### src/rtl/sequential_shifter_if.sv
// Operand/result handshake bundle for the sequential shifter.
// The master side issues operands and consumes results; the slave side is the shifter.
interface sequential_shifter_if #(
  parameter int N       = 32,
  parameter int SHAMT_W = $clog2(N)
);
  logic               i_valid;
  logic               i_ready;
  logic [1:0]         op;
  logic [N-1:0]       in;
  logic [SHAMT_W-1:0] shamt;
  logic               o_valid;
  logic               o_ready;
  logic [N-1:0]       out;
  logic               busy;

  modport master (
    output i_valid, op, in, shamt, o_ready,
    input  i_ready, o_valid, out, busy
  );

  modport slave (
    input  i_valid, op, in, shamt, o_ready,
    output i_ready, o_valid, out, busy
  );
endinterface

### src/rtl/sequential_shifter.sv
// Multi-cycle SLL/SRL/SRA/ROL unit: one 1-bit step per clock, shamt steps per operation.
// Latency shamt+1 cycles from accept to o_valid; holds the result until o_ready, accepts only when idle.
module sequential_shifter #(
  parameter int N       = 32,
  parameter int SHAMT_W = $clog2(N)
) (
  input  logic                  clk,
  input  logic                  rst,
  sequential_shifter_if.slave   bus
);

  typedef enum logic [1:0] {
    IDLE  = 2'd0,
    SHIFT = 2'd1,
    DONE  = 2'd2
  } state_t;

  state_t             state_q;
  logic [N-1:0]       data_q;
  logic [N-1:0]       data_d;
  logic [N-1:0]       out_q;
  logic [1:0]         op_q;
  logic [SHAMT_W-1:0] count_q;
  logic               o_valid_q;

  // Single-bit step of the latched operation.
  always_comb begin
    data_d = data_q;
    case (op_q)
      2'b00:   data_d = {data_q[N-2:0], 1'b0};
      2'b01:   data_d = {1'b0, data_q[N-1:1]};
      2'b10:   data_d = {data_q[N-1], data_q[N-1:1]};
      default: data_d = {data_q[N-2:0], data_q[N-1]};
    endcase
  end

  assign bus.i_ready = (state_q == IDLE);
  assign bus.busy    = (state_q != IDLE);
  assign bus.o_valid = o_valid_q;
  assign bus.out     = out_q;

  always_ff @(posedge clk) begin
    if (rst) begin
      state_q   <= IDLE;
      data_q    <= '0;
      out_q     <= '0;
      op_q      <= 2'b00;
      count_q   <= '0;
      o_valid_q <= 1'b0;
    end else begin
      case (state_q)
        IDLE: begin
          if (bus.i_valid) begin
            data_q  <= bus.in;
            op_q    <= bus.op;
            count_q <= bus.shamt;
            if (bus.shamt == '0) begin
              state_q   <= DONE;
              out_q     <= bus.in;
              o_valid_q <= 1'b1;
            end else begin
              state_q <= SHIFT;
            end
          end
        end
        SHIFT: begin
          data_q  <= data_d;
          count_q <= count_q - 1'b1;
          // out only moves on entry to DONE so partial results never leak.
          if (count_q == SHAMT_W'(1)) begin
            state_q   <= DONE;
            out_q     <= data_d;
            o_valid_q <= 1'b1;
          end
        end
        DONE: begin
          if (bus.o_ready) begin
            state_q   <= IDLE;
            o_valid_q <= 1'b0;
          end
        end
        default: begin
          state_q   <= IDLE;
          o_valid_q <= 1'b0;
        end
      endcase
    end
  end

endmodule

### src/flat_wrapper.sv
// flat-port wrapper written by rule: the top's interface ports become plain ports
module sequential_shifter_flat 
#(
  parameter int N       = 32,
  parameter int SHAMT_W = $clog2(N)
)
  (clk, rst, bus_i_valid, bus_op, bus_in, bus_shamt, bus_o_ready, bus_i_ready, bus_o_valid, bus_out, bus_busy);
  sequential_shifter_if #(.N(N), .SHAMT_W(SHAMT_W)) bus_i ();
  input  logic clk;
  input  logic rst;
  input wire logic [$bits(bus_i.i_valid)-1:0] bus_i_valid;
  input wire logic [$bits(bus_i.op)-1:0] bus_op;
  input wire logic [$bits(bus_i.in)-1:0] bus_in;
  input wire logic [$bits(bus_i.shamt)-1:0] bus_shamt;
  input wire logic [$bits(bus_i.o_ready)-1:0] bus_o_ready;
  output wire logic [$bits(bus_i.i_ready)-1:0] bus_i_ready;
  output wire logic [$bits(bus_i.o_valid)-1:0] bus_o_valid;
  output wire logic [$bits(bus_i.out)-1:0] bus_out;
  output wire logic [$bits(bus_i.busy)-1:0] bus_busy;
  assign bus_i.i_valid = bus_i_valid;
  assign bus_i.op = bus_op;
  assign bus_i.in = bus_in;
  assign bus_i.shamt = bus_shamt;
  assign bus_i.o_ready = bus_o_ready;
  assign bus_i_ready = bus_i.i_ready;
  assign bus_o_valid = bus_i.o_valid;
  assign bus_out = bus_i.out;
  assign bus_busy = bus_i.busy;
  sequential_shifter #(.N(N), .SHAMT_W(SHAMT_W)) u_core (.clk(clk), .rst(rst), .bus(bus_i));
endmodule
### config.mk
export PLATFORM = sky130hd
export DESIGN_NAME = sequential_shifter_flat
export DESIGN_NICKNAME = d
export VERILOG_FILES = /design/src/rtl/sequential_shifter_if.sv /design/src/rtl/sequential_shifter.sv /design/src/flat_wrapper.sv
export SDC_FILE = /design/constraint.sdc
export NUM_CORES = 1
export LEC_CHECK = 0
export ABC_CLOCK_PERIOD_IN_PS = 2000
export CORE_MARGIN = 8
export CORE_UTILIZATION = 47
export DETAILED_ROUTE_END_ITERATION = 7
export GPL_TIMING_DRIVEN = 0
export PLACE_DENSITY = 0.78
export SLEW_MARGIN = 20
export SYNTH_ARGS = -nofsm -noshare
export SYNTH_HDL_FRONTEND = slang
export SYNTH_SLANG_ARGS = --single-unit
### constraint.sdc
create_clock -name clk -period 2 [get_ports clk]
set_input_delay 0.3 -clock clk [delete_from_list [all_inputs] [get_ports clk]]
set_output_delay 0.3 -clock clk [all_outputs]
set_load 0.05 [all_outputs]
Word-level counts from Yosys, hierarchy flattened
Index checks and enable logic that the tools add are counted.

word-level totals
  register bits after elaboration = 74
  input port bits = 43
  word-level logic and storage cells = 45

cells by class
  $add $sub $neg = 1
  eq/ne operators = 9
  muxes and demuxes = 19
  reductions and logical operators = 10

operator list
  operator             number
  $mux 32              4
  $pmux 32 s2          2
  $pmux 32 s3          1
  $pmux 5 s2           1
  $mux 2               4
  $reduce_and 4->1     2
  $pmux 2 s3           1
  $eq 5x1->1 const B   1
  $logic_not 5->1      1
  $mux 5               1
  $sub 5x1->5 const B  1
  $eq 2x1->1 const B   2
  $eq 2x2->1 const B   2
  $logic_not 2->1      2
  $mux 1               4
  $ne 2x1->1 const B   2
  $ne 2x2->1 const B   2
  $reduce_and 2->1     2
  $reduce_bool 2->1    2
  $pmux 1 s3           1
  $reduce_and 3->1     1

Longest topological paths before layout
  depth after elaboration = 4
  mapped depth = 8
  depth with buffers taken out = 6

Worst setup path after synthesis
Ideal clock, no wire load.

  path type = register -> register
  start = register u_core.op_q[1]
  end = register u_core.out_q[22] (netlist: u_core.bus.out[22])
  setup time = 71 ps
  arrival time = 1977 ps
  required time = 1929 ps
  slack = -47 ps
  stages on the path, launching flop included = 7
  period minus slack after synthesis = 2047 ps
  cells stage by stage = dfxtp_1 -> buf_4 -> xnor2_2 -> buf_2 -> mux2_2 -> or4_1 -> a21oi_1

between the ends
  word-level cells in the longest chain between the ends = 4
  elaborated cells on any way between the ends = 6
  classes of those cells = eq/ne: 2; mux: 3; reduce/logical: 1

ends and longest elaborated chain
  what                                      RTL line                  RTL
  from (decl)                               sequential_shifter.sv:22  logic [1:0] op_q;
  from (signal assigned)                    sequential_shifter.sv:55  op_q <= bus.op;
  $eq 2x2->1, or another cell as far along  sequential_shifter.sv:29  case (op_q)
  $pmux 32 s3 *                             sequential_shifter.sv:29
  $mux 32 *                                 sequential_shifter.sv:70  if (count_q == SHAMT_W'(1)) begin
  $pmux 32 s2 *                             sequential_shifter.sv:51  case (state_q)
  to (signal assigned)                      sequential_shifter.sv:59  out_q <= bus.in;
  to (signal assigned)                      sequential_shifter.sv:72  out_q <= data_d;
  to (decl)                                 sequential_shifter.sv:21  logic [N-1:0] out_q;

Every way passes the cells marked *; elsewhere a longest branch is shown, timed or not. The select of a mux whose other input is x is not followed.
A chain may end at the register's enable or synchronous reset.

Worst setup path in the final report
  start = register u_core.op_q[1]
  end = register u_core.out_q[4] (netlist: u_core.bus.out[4])

Same word-level chain as after synthesis.

==> results by group <==
Clock tree
  • Clk sinks: 74
  • Post-CTS Hold Buffers: 0
  • Bufs on Longest Clock Path: 2
  • CTS tree: built
  • Clk_lat worst skew: 360 ps
  • Clock slew at reported path FFs: 80 ps
  • Root buffer cell: clkbuf_8
  • Number of buffers created by CTS: 9
  • H-tree depth: 3

Worst setup path
  • Largest stage delay on the critical path: 540 ps
  • WP data required: 2290 ps
  • Crit-path max FO: 6
  • Critical path class: flip-flop to flip-flop
  • Cell family with most CP delay: simple AND/OR/NAND/NOR gates
  • CP endpoint kind: flip-flop
  • Crit path max-delay cell type: or4_1
  • Worst setup SP type: flip-flop
  • CP Cell Sequence: buf_8, xnor2_4, buf_12, buf_6, mux2_2, or4_1, a21oi_1
  • Worst EP arrival: 2300 ps
  • Buffers & Inverters on Critical Path: 3

Pwr
  • P_leak: 2.04 nW
  • Comb pwr share: 49.2%
  • Pwr per Cell Area: 1120 nW/um^2
  • Seq pwr share: 31.1%
  • Power, Total: 6.12 mW
  • Int Pwr: 3.64 mW
  • Sw Pwr: 2.49 mW
  • Clk network pwr share: 19.7%
  • Peak VDD IR: 0.747 mV
  • Fraction of power spent switching nets: 40.6%

Yosys
  • Mapped cell area: 3900 sq um
  • Post-synth ARST share: 0%
  • Synth Net Count: 510
  • Mapped Cells: 465
  • Avg Cell Area, Syn: 8.38 sq um
  • Post-synth top area share: 38.0%
  • Synth area leaders: dfxtp_1 (38%), mux2_2 (6.6%), nor3b_1 (6.5%), o31a_1 (6.1%), nor2_1 (6.0%)
  • Seq/Total Area, Yosys: 38.0%
  • Number of synthesized flops with an enable pin: 0
  • Yosys warning count: 0
  • Distinct cells, synth: 39
  • Most area-hungry cell type in the Yosys netlist: dfxtp_1
  • Synth Register Bits: 74
  • Synth Flop Type: dfxtp_1

Run status
  • Failing checks: setup timing
  • Status: finished with violations

Routing
  • Wire per inst: 19.5 um
  • Final wirelength: 13200 um
  • Starting DRC count in detailed routing: 321
  • DRT antenna net count: 0
  • DRC: 0
  • Vias: 4103
  • Via density: 6.04
  • Drt pass-1 iters: 5

Global route
  • All-Layer GR Usage: 21.6%
  • Initial antenna violation count: 0
  • Vias in the first global route: 4179
  • Largest net degree at the start of global routing: 13
  • First-pass GRT wire length: 20100 um
  • Grt total ovfl: 0

STA
  • Min Tclk post-route: 2010 ps
  • Setup Skew: 8.63 ps
  • Final Max Slew Viols: 0
  • Worst slew margin: 46.8%
  • Setup violators final: 1
  • Final hold vios: 0
  • RSZ-0062 raised after global routing: true
  • Worst hold slack: 338 ps
  • FMAX: 0.498 GHz
  • Final Worst Setup Slack: -9.42 ps
  • Final cycle utilization of the critical path: 100%
  • Setup TNS: -9.42 ps
  • Least-Margin Pin Slew: 798 ps

Final layout
  • Syn-to-layout area delta: 40.6%
  • Ant diodes: 0
  • Post-route insts no fill: 679
  • Share of layout cells above drive strength 1: 23.2%
  • Final cell utilization of the core: 67.4%
  • Final instance area: 5480 sq um
  • Fill count: 608
  • Fin nets: 614

Floorplan
  • I/O Pins: 78
  • Die width: 107 um
  • Die area: 11500 sq um
  • Rows: 33
  • Die height: 107 um
  • Starting Density: 47.9%
  • Core Area: 8130 sq um

Place
  • Pre-CTS WS: -508 ps
  • Placed Cells: 646
  • Post-DP HPWL: 8600 um
  • PortBufs: 76
  • Post-DP Area: 4800 sq um
  • Routability cong.: 0.849

Flow run
  • Max Cap Violations: 0

Worst hold path
  • Hold Path Class: primary input to flip-flop
-- flip-flops by register name, indices dropped and copies added (netlist names) --
register / flops
u_core.op_q: 2
u_core.bus.out: 32
u_core.count_q: 5
u_core.state_q: 2
u_core.data_q: 32
u_core.bus.o_valid: 1
-- synthesized netlist by cell type, drive strengths merged, types with 2 or more instances --
library cell and instances:
mux2 28, o221ai 2, ha 2, xor2 3
o211ai 2, a22oi 5, o21ai 35, o31a 27
mux2i 4, a211oi 4, or4 28, nand3 2
buf 11, inv 4, nor3 4, dfxtp 74
nor2 62, o21a 6, nor3b 34, a21oi 40
nor2b 3, clkbuf 34, o2111ai 5, nand2 38
-- layout by cell type (no fill, tap or decap), drive strengths merged, types with 28 or more instances in the layout --
cell and instances:
nor3b 34, o21ai 35, or4 28, mux2 28, clkdlybuf4s50 70, dfxtp 74, nand2 38, clkbuf 46
a21oi 40, nor2 62
-- logic make-up (layout without fill, tap and decap cells) --
kind of cell               count (synthesis)  in the layout  share of synthesized area, %
AOI/OAI and AO/OA                        131            132                          21.9
xor gates and xnor gates                   4              4                          1.09
adders and majority gates                  2              2                         0.642
buffers and inverters                     49            157                          5.81
DFF                                       74             74                          38.0
muxes                                     32             32                          9.12
and+or+nand+nor                          173            173                          23.5
-- metal layers --
metal / vias up / wire length, um / GRT usage, %
li1: 1893 / - / -
met1: 1949 / 5510 / 26.0
met2: 214 / 6240 / 35.8
met3: 47 / 1000 / 4.98
met4: 0 / 488 / 9.75
met5: - / 0 / 0
-- worst register-to-register path: cells and delay by family (launching register included) --
kind,cells,cell delay [ps]
xor gates and xnor gates,1,170
DFF,1,330
buffers and inverters,3,410
and+or+nand+nor,1,540
AOI/OAI and AO/OA,1,130
muxes,1,350
-- area by class of cell --
class | count | area, sq um | area share, %
flip-flops and latches | 74 | 1490 | 27.1
inverters | 4 | 15.0 | 0.274
repair buffers | 93 | 937 | 17.1
multi-input cells | 343 | 2420 | 44.2
well taps | 105 | 131 | 2.40
clock buffers | 12 | 145 | 2.65
plain buffers | 44 | 289 | 5.27
clock inverters | 4 | 51.3 | 0.936
-- worst paths after layout --
path              slack [ps]  depth (start not counted)                        endpoint                           start
hold reg to reg          470                          2  u_core.count_q[1]$_SDFFE_PP0P_  u_core.count_q[1]$_SDFFE_PP0P_
setup reg to reg          -9                          7  u_core.bus.out[4]$_SDFFE_PP0P_     u_core.op_q[1]$_SDFFE_PP0P_
setup / recovery          -9                          7  u_core.bus.out[4]$_SDFFE_PP0P_     u_core.op_q[1]$_SDFFE_PP0P_
hold / removal           340                          3  u_core.count_q[3]$_SDFFE_PP0P_                    bus_shamt[3]
-- power groups by stage --
stage / Sequential (mW) / Clock, mW / Combinational (mW)
6_report: 1.90 / 1.21 / 3.01
3_3_place_gp: 1.90 / 0 / 2.44
5_1_grt: 1.93 / 1.27 / 3.20
4_1_cts: 1.89 / 1.19 / 2.62
3_5_place_dp: 1.91 / 0 / 2.49
2_1_floorplan: 2.23 / 0 / 1.42
-- what timing repair did --
action,4_1_cts,5_1_grt
setup buffers,5,7
endpoints found under the hold margin,0,0
pin swaps,5,23
endpoints found under the setup margin,70,57
cloned,2,4
gates resized for setup,40,85
Power figures use the tool's default switching activity.
==> RTL edit 1: new RTL, config.mk and constraints unchanged <==
`N` is set to 32 in 3 places; all go to 16.
--- a/src/rtl/sequential_shifter_if.sv
+++ b/src/rtl/sequential_shifter_if.sv
@@ -2,5 +2,5 @@
 // The master side issues operands and consumes results; the slave side is the shifter.
 interface sequential_shifter_if #(
-  parameter int N       = 32,
+  parameter int N       = 16,
   parameter int SHAMT_W = $clog2(N)
 );
--- a/src/rtl/sequential_shifter.sv
+++ b/src/rtl/sequential_shifter.sv
@@ -2,5 +2,5 @@
 // Latency shamt+1 cycles from accept to o_valid; holds the result until o_ready, accepts only when idle.
 module sequential_shifter #(
-  parameter int N       = 32,
+  parameter int N       = 16,
   parameter int SHAMT_W = $clog2(N)
 ) (
--- a/src/flat_wrapper.sv
+++ b/src/flat_wrapper.sv
@@ -2,5 +2,5 @@
 module sequential_shifter_flat 
 #(
-  parameter int N       = 32,
+  parameter int N       = 16,
   parameter int SHAMT_W = $clog2(N)
 )
Ports: changed (resized bus_in, bus_out and bus_shamt); port bits go from 78 to 45. No check against the original RTL was run, so the function may have changed too.
==> RTL edit 1 against the original RTL <==
  * Cell area shrank 54%
  * Setup slack better by 0.12 ns
  * Sequential cell count down 33
  * Non-clock buffer count is 80 lower
  * Power fell by 67%
  * Final cell count shrank 56%
  * Routed wire length is 65% lower
  * Area after synthesis down 51%
  * Sequential power fell by 51%
  * First-iteration DRC count fell by 62%
  * Largest cell class unchanged
==> RTL edit 1: results (changes against the original RTL) <==
| Metric | Value |
|---|---|
| Status | finished, final reports clean |
| DRT Pass-1 Iters | 4 (-1) |
| Synth cell count leaders | dfxtp_1 (41), a22o_1 (28), nand2_1 (21), mux2i_1 (15), o21ai_2 (10) |
| Placer Congestion | 0.772 (-9.0%) |
| Synth Area in XOR/XNOR | 0.848% (-0.24 points) |
| WL final | 4600 um (-65%) |
| Post-synthesis adder-cell area fraction | 1.30% (+0.66 points) |
| Worst Path Max Fanout | 10 (+4) |
| Placed inst area | 2420 um^2 (-50%) |
| H-tree depth | 2 (-1) |
| Syn nets | 222 (-56%) |
| Clk Latency, worst-skew pair | 0.29 ns (-0.07 ns) |
| Cell internal pwr | 1.41 mW (-61%) |
| FILL cells | 343 (-44%) |
| GR Util All Layers | 15.0% (-6.6 points) |
| Vias in the first global route | 1630 (-61%) |
| Hold Crit Class | reg2reg |
| DP Wirelength | 3460 um (-60%) |
| Via density | 5.41 (-11%) |
| Final Net Count | 273 (-56%) |
| Critical Path AT | 2.08 ns (-0.22 ns) |
| Total CTS buffers | 5 (-4) |
| Share of cells above drive strength 1 | 16.3% (-6.9 points) |
| Worst Tran Pin Value | 0.628 ns (-0.170 ns) |
| Synth Area in Compound Gates | 26.6% (+4.8 points) |
| Resized Gates After CTS | 2 (-95%) |
| Initial DRC Count | 122 (-62%) |
| Leakage | 0.985 nW (-52%) |
| Post-synthesis mux area share | 9.00% (-0.12 points) |
-- RTL edit 1: worst max-delay path, cell delays in order --
cell and delay, ns:
clkdlybuf4s50_1 0.60, nor3b_4 0.35, a22oi_2 0.16, nor2b_4 0.16
buf_6 0.13, buf_6 0.14, a22o_1 0.23
-- RTL edit 1: final cells by class --
class,instances,area [um^2],share of cell area [%]
buffer,13,81.3,3.24
sequential,41,821,32.7
timing repair buffer,44,430,17.1
inverter,4,15.0,0.598
clock buffer,7,96.3,3.83
clock inverter,1,5.00,0.199
tap,50,62.6,2.49
multi-input combinational,136,1000,39.8
-- RTL edit 1: final timing paths --
check                           from            endpoint  slack (ns)  depth (start not counted)
setup / recovery         bus_i_valid  u_core.bus.out[11]        0.11                          7
setup reg to reg   u_core.count_q[0]  u_core.bus.out[11]        0.15                          7
hold reg to reg   u_core.bus.out[15]  u_core.bus.out[15]        0.47                          1
hold / removal    u_core.bus.out[15]  u_core.bus.out[15]        0.47                          1
-- RTL edit 1: power groups by stage --
stage | Combinational [mW] | Clock [mW] | Sequential, mW
floorplan | 0.320 | 0 | 0.976
global placement | 0.503 | 0 | 0.947
detailed placement | 0.511 | 0 | 0.950
CTS | 0.510 | 0.606 | 0.932
global route | 0.551 | 0.643 | 0.942
finish | 0.505 | 0.598 | 0.932
-- RTL edit 1: kinds of logic after synthesis --
group           Yosys count
compound gates           66
xor+xnor                  1
fa+ha+maj                 2
buf+inv                  17
flops                    41
mux                      17
simple gates             50
-- RTL edit 1: through the flow --
stage               utilization, %  TNS, ns  setup WS, ns  instances  total power [mW]
floorplan                        -        0         0.315        194              1.30
global placement              61.0    -1.42        -0.144        288              1.45
detailed placement            61.0    -1.90        -0.174        288              1.46
CTS                           63.5        0       0.00266        296              2.05
global route                  63.3        0        0.0265        296              2.14
finish                        63.3        0         0.108        296              2.04
-- RTL edit 1: metal layers --
layer  share of wire, %  GRT usage [%]  vias up
li1                   -              -      817
met1                 48           19.5      748
met2                 46           23.6       30
met3                5.3           4.17        5
met4                1.0           4.18        0
met5                  0              0        -
==> RTL edit 2: new RTL, same flow settings <==
Without the edit above. Make the reset (`rst`) asynchronous in one clocked block.
--- a/src/rtl/sequential_shifter.sv
+++ b/src/rtl/sequential_shifter.sv
@@ -40,5 +40,5 @@
   assign bus.out     = out_q;
 
-  always_ff @(posedge clk) begin
+  always_ff @(posedge clk or posedge rst) begin
     if (rst) begin
       state_q   <= IDLE;
Formal check against the unedited RTL: differs if rst is asserted again (counterexample within 4 cycles, from zero or initial values and one cycle with rst high); with rst held inactive, the same outputs for 4 cycles.
==> RTL edit 2 against the original RTL <==
  * Area after synthesis down 3.7%
  * Cell area down 11%
  * Setup slack better by 0.066 ns
  * Count of clock-buffer cells in the layout up 1
  * Sequential cell count unchanged
  * Die area down 3.1%
  * Sequential share of layout area up 11 points
  * Critical path type is now in2reg
  * Routed wire length down 33%
Power is left out: the tool's default activity adds up to more than one toggle a clock period on the data nets, which glitch-free logic cannot reach.
==> RTL edit 2: results (changes against the original RTL) <==
| Metric | Value |
|---|---|
| Post-synth cell types | 40 (+2.6%) |
| Setup crit end | u_core.bus.out[21] |
| Status | finished, final reports clean |
| Wire per inst | 17.6 um (-9.8%) |
| Initial DRC Count | 92 (-71%) |
| R2r setup slk | 0.08 ns (+0.09 ns) |
| Sequential cells | 74 (unchanged) |
| Worst Skew | 0.0106 ns (+0.00199 ns) |
| FILL cells | 622 (+2.3%) |
| Initial antenna violation count | 0 (unchanged) |
| Max stage delay cell, worst path | or4_4 |
| DP Wirelength | 6690 um (-22%) |
| Post-synthesis mux area share | 30.5% (+21 points) |
| Via density | 5.37 (-11%) |
| Sequential share of cell area | 38.0% (+11 points) |
| Largest net degree at the start of global routing | 33 (+20) |
| Resized Gates After CTS | 3 (-93%) |
| Clk Latency, worst-skew pair | 0.34 ns (-0.02 ns) |
| Share of cells above drive strength 1 | 24.5% (+1.3 points) |
| Hold Crit Class | in2async |
| Final Net Count | 444 (-28%) |
| Setup-failing EPs final | 0 (-1) |
| Clock buf/inv share | 3.37% (-0.22 points) |
| Worst Tran Pin Value | 0.514 ns (-0.284 ns) |
| CP max stage delay | 0.58 ns (+0.04 ns) |
| GR Util All Layers | 16.6% (-5.0 points) |
| Seq/Total Area, Yosys | 49.3% (+11 points) |
| Nonclk buf count | 98 (-28%) |
| Worst Path Max Fanout | 10 (+4) |
| Syn nets | 354 (-31%) |
| Post-synthesis adder-cell area fraction | 0.666% (+0.024 points) |
| Min Hold Slack | 0.281 ns (-0.0575 ns) |
| Critical Path AT | 2.17 ns (-0.13 ns) |
| End of the worst register-to-register path | u_core.bus.out[21] |
| Vias in the first global route | 2983 (-29%) |
| Multi-In Gates | 208 (-39%) |
| Worst R2R Start | u_core.state_q[1] |
| # clk buffers | 13 (+1) |
| Inverter count | 8 (+4) |
| Synth cell count leaders | dfrtp_1 (74), mux2_2 (34), nand2_1 (34), mux2i_1 (31), o21ai_1 (30) |
| IO buf count | 77 (+1.3%) |
| Postcts setup bufs | 0 (-5) |
| Worst Reg-to-Reg Cells | 6 (-1) |
| Worst Setup SP | bus_shamt[0] |
| Multi-input combinational area share | 36.2% (-8.0 points) |
| Buffer share of cell area | 19.0% (-3.4 points) |
| Top post-synthesis cells by area | dfrtp_1 (49%), mux2_4 (11%), mux2_2 (10%) |
| Placer Congestion | 0.780 (-8.1%) |
| Synth Area in XOR/XNOR | 0.233% (-0.86 points) |
| Die X | 105 um (-1.6%) |
-- RTL edit 2: changes by cell type after synthesis, moves of 27 or more --
cell / before / now
a21oi_1: 40 / 6
clkbuf_1: 34 / 7
dfrtp_1: 0 / 74
dfxtp_1: 74 / 0
mux2_4: 0 / 27
mux2i_1: 4 / 31
nor2_1: 62 / 6
nor3b_1: 34 / 0
o21ai_1: 2 / 30
o31a_1: 27 / 0
or4_1: 27 / 0
-- RTL edit 2: per-layer routing --
metal | wire length (um) | vias to the layer above | global-route usage [%]
met1 | 3960 | 1355 | 20.9
li1 | - | 1280 | -
met4 | 168 | 0 | 6.73
met2 | 4400 | 69 | 27.1
met5 | 0 | - | 0
met3 | 366 | 11 | 3.53
-- RTL edit 2: stage by stage --
stage	util (%)	area, um^2	setup WS [ns]	cells
after floorplan	-	3770	0.0233	309
after global placement	60.4	4660	-0.273	488
after detailed placement	60.9	4700	-0.286	490
after CTS	63.0	4870	0.0679	506
after global routing	63.0	4870	-0.0114	506
final	63.0	4870	0.0566	506
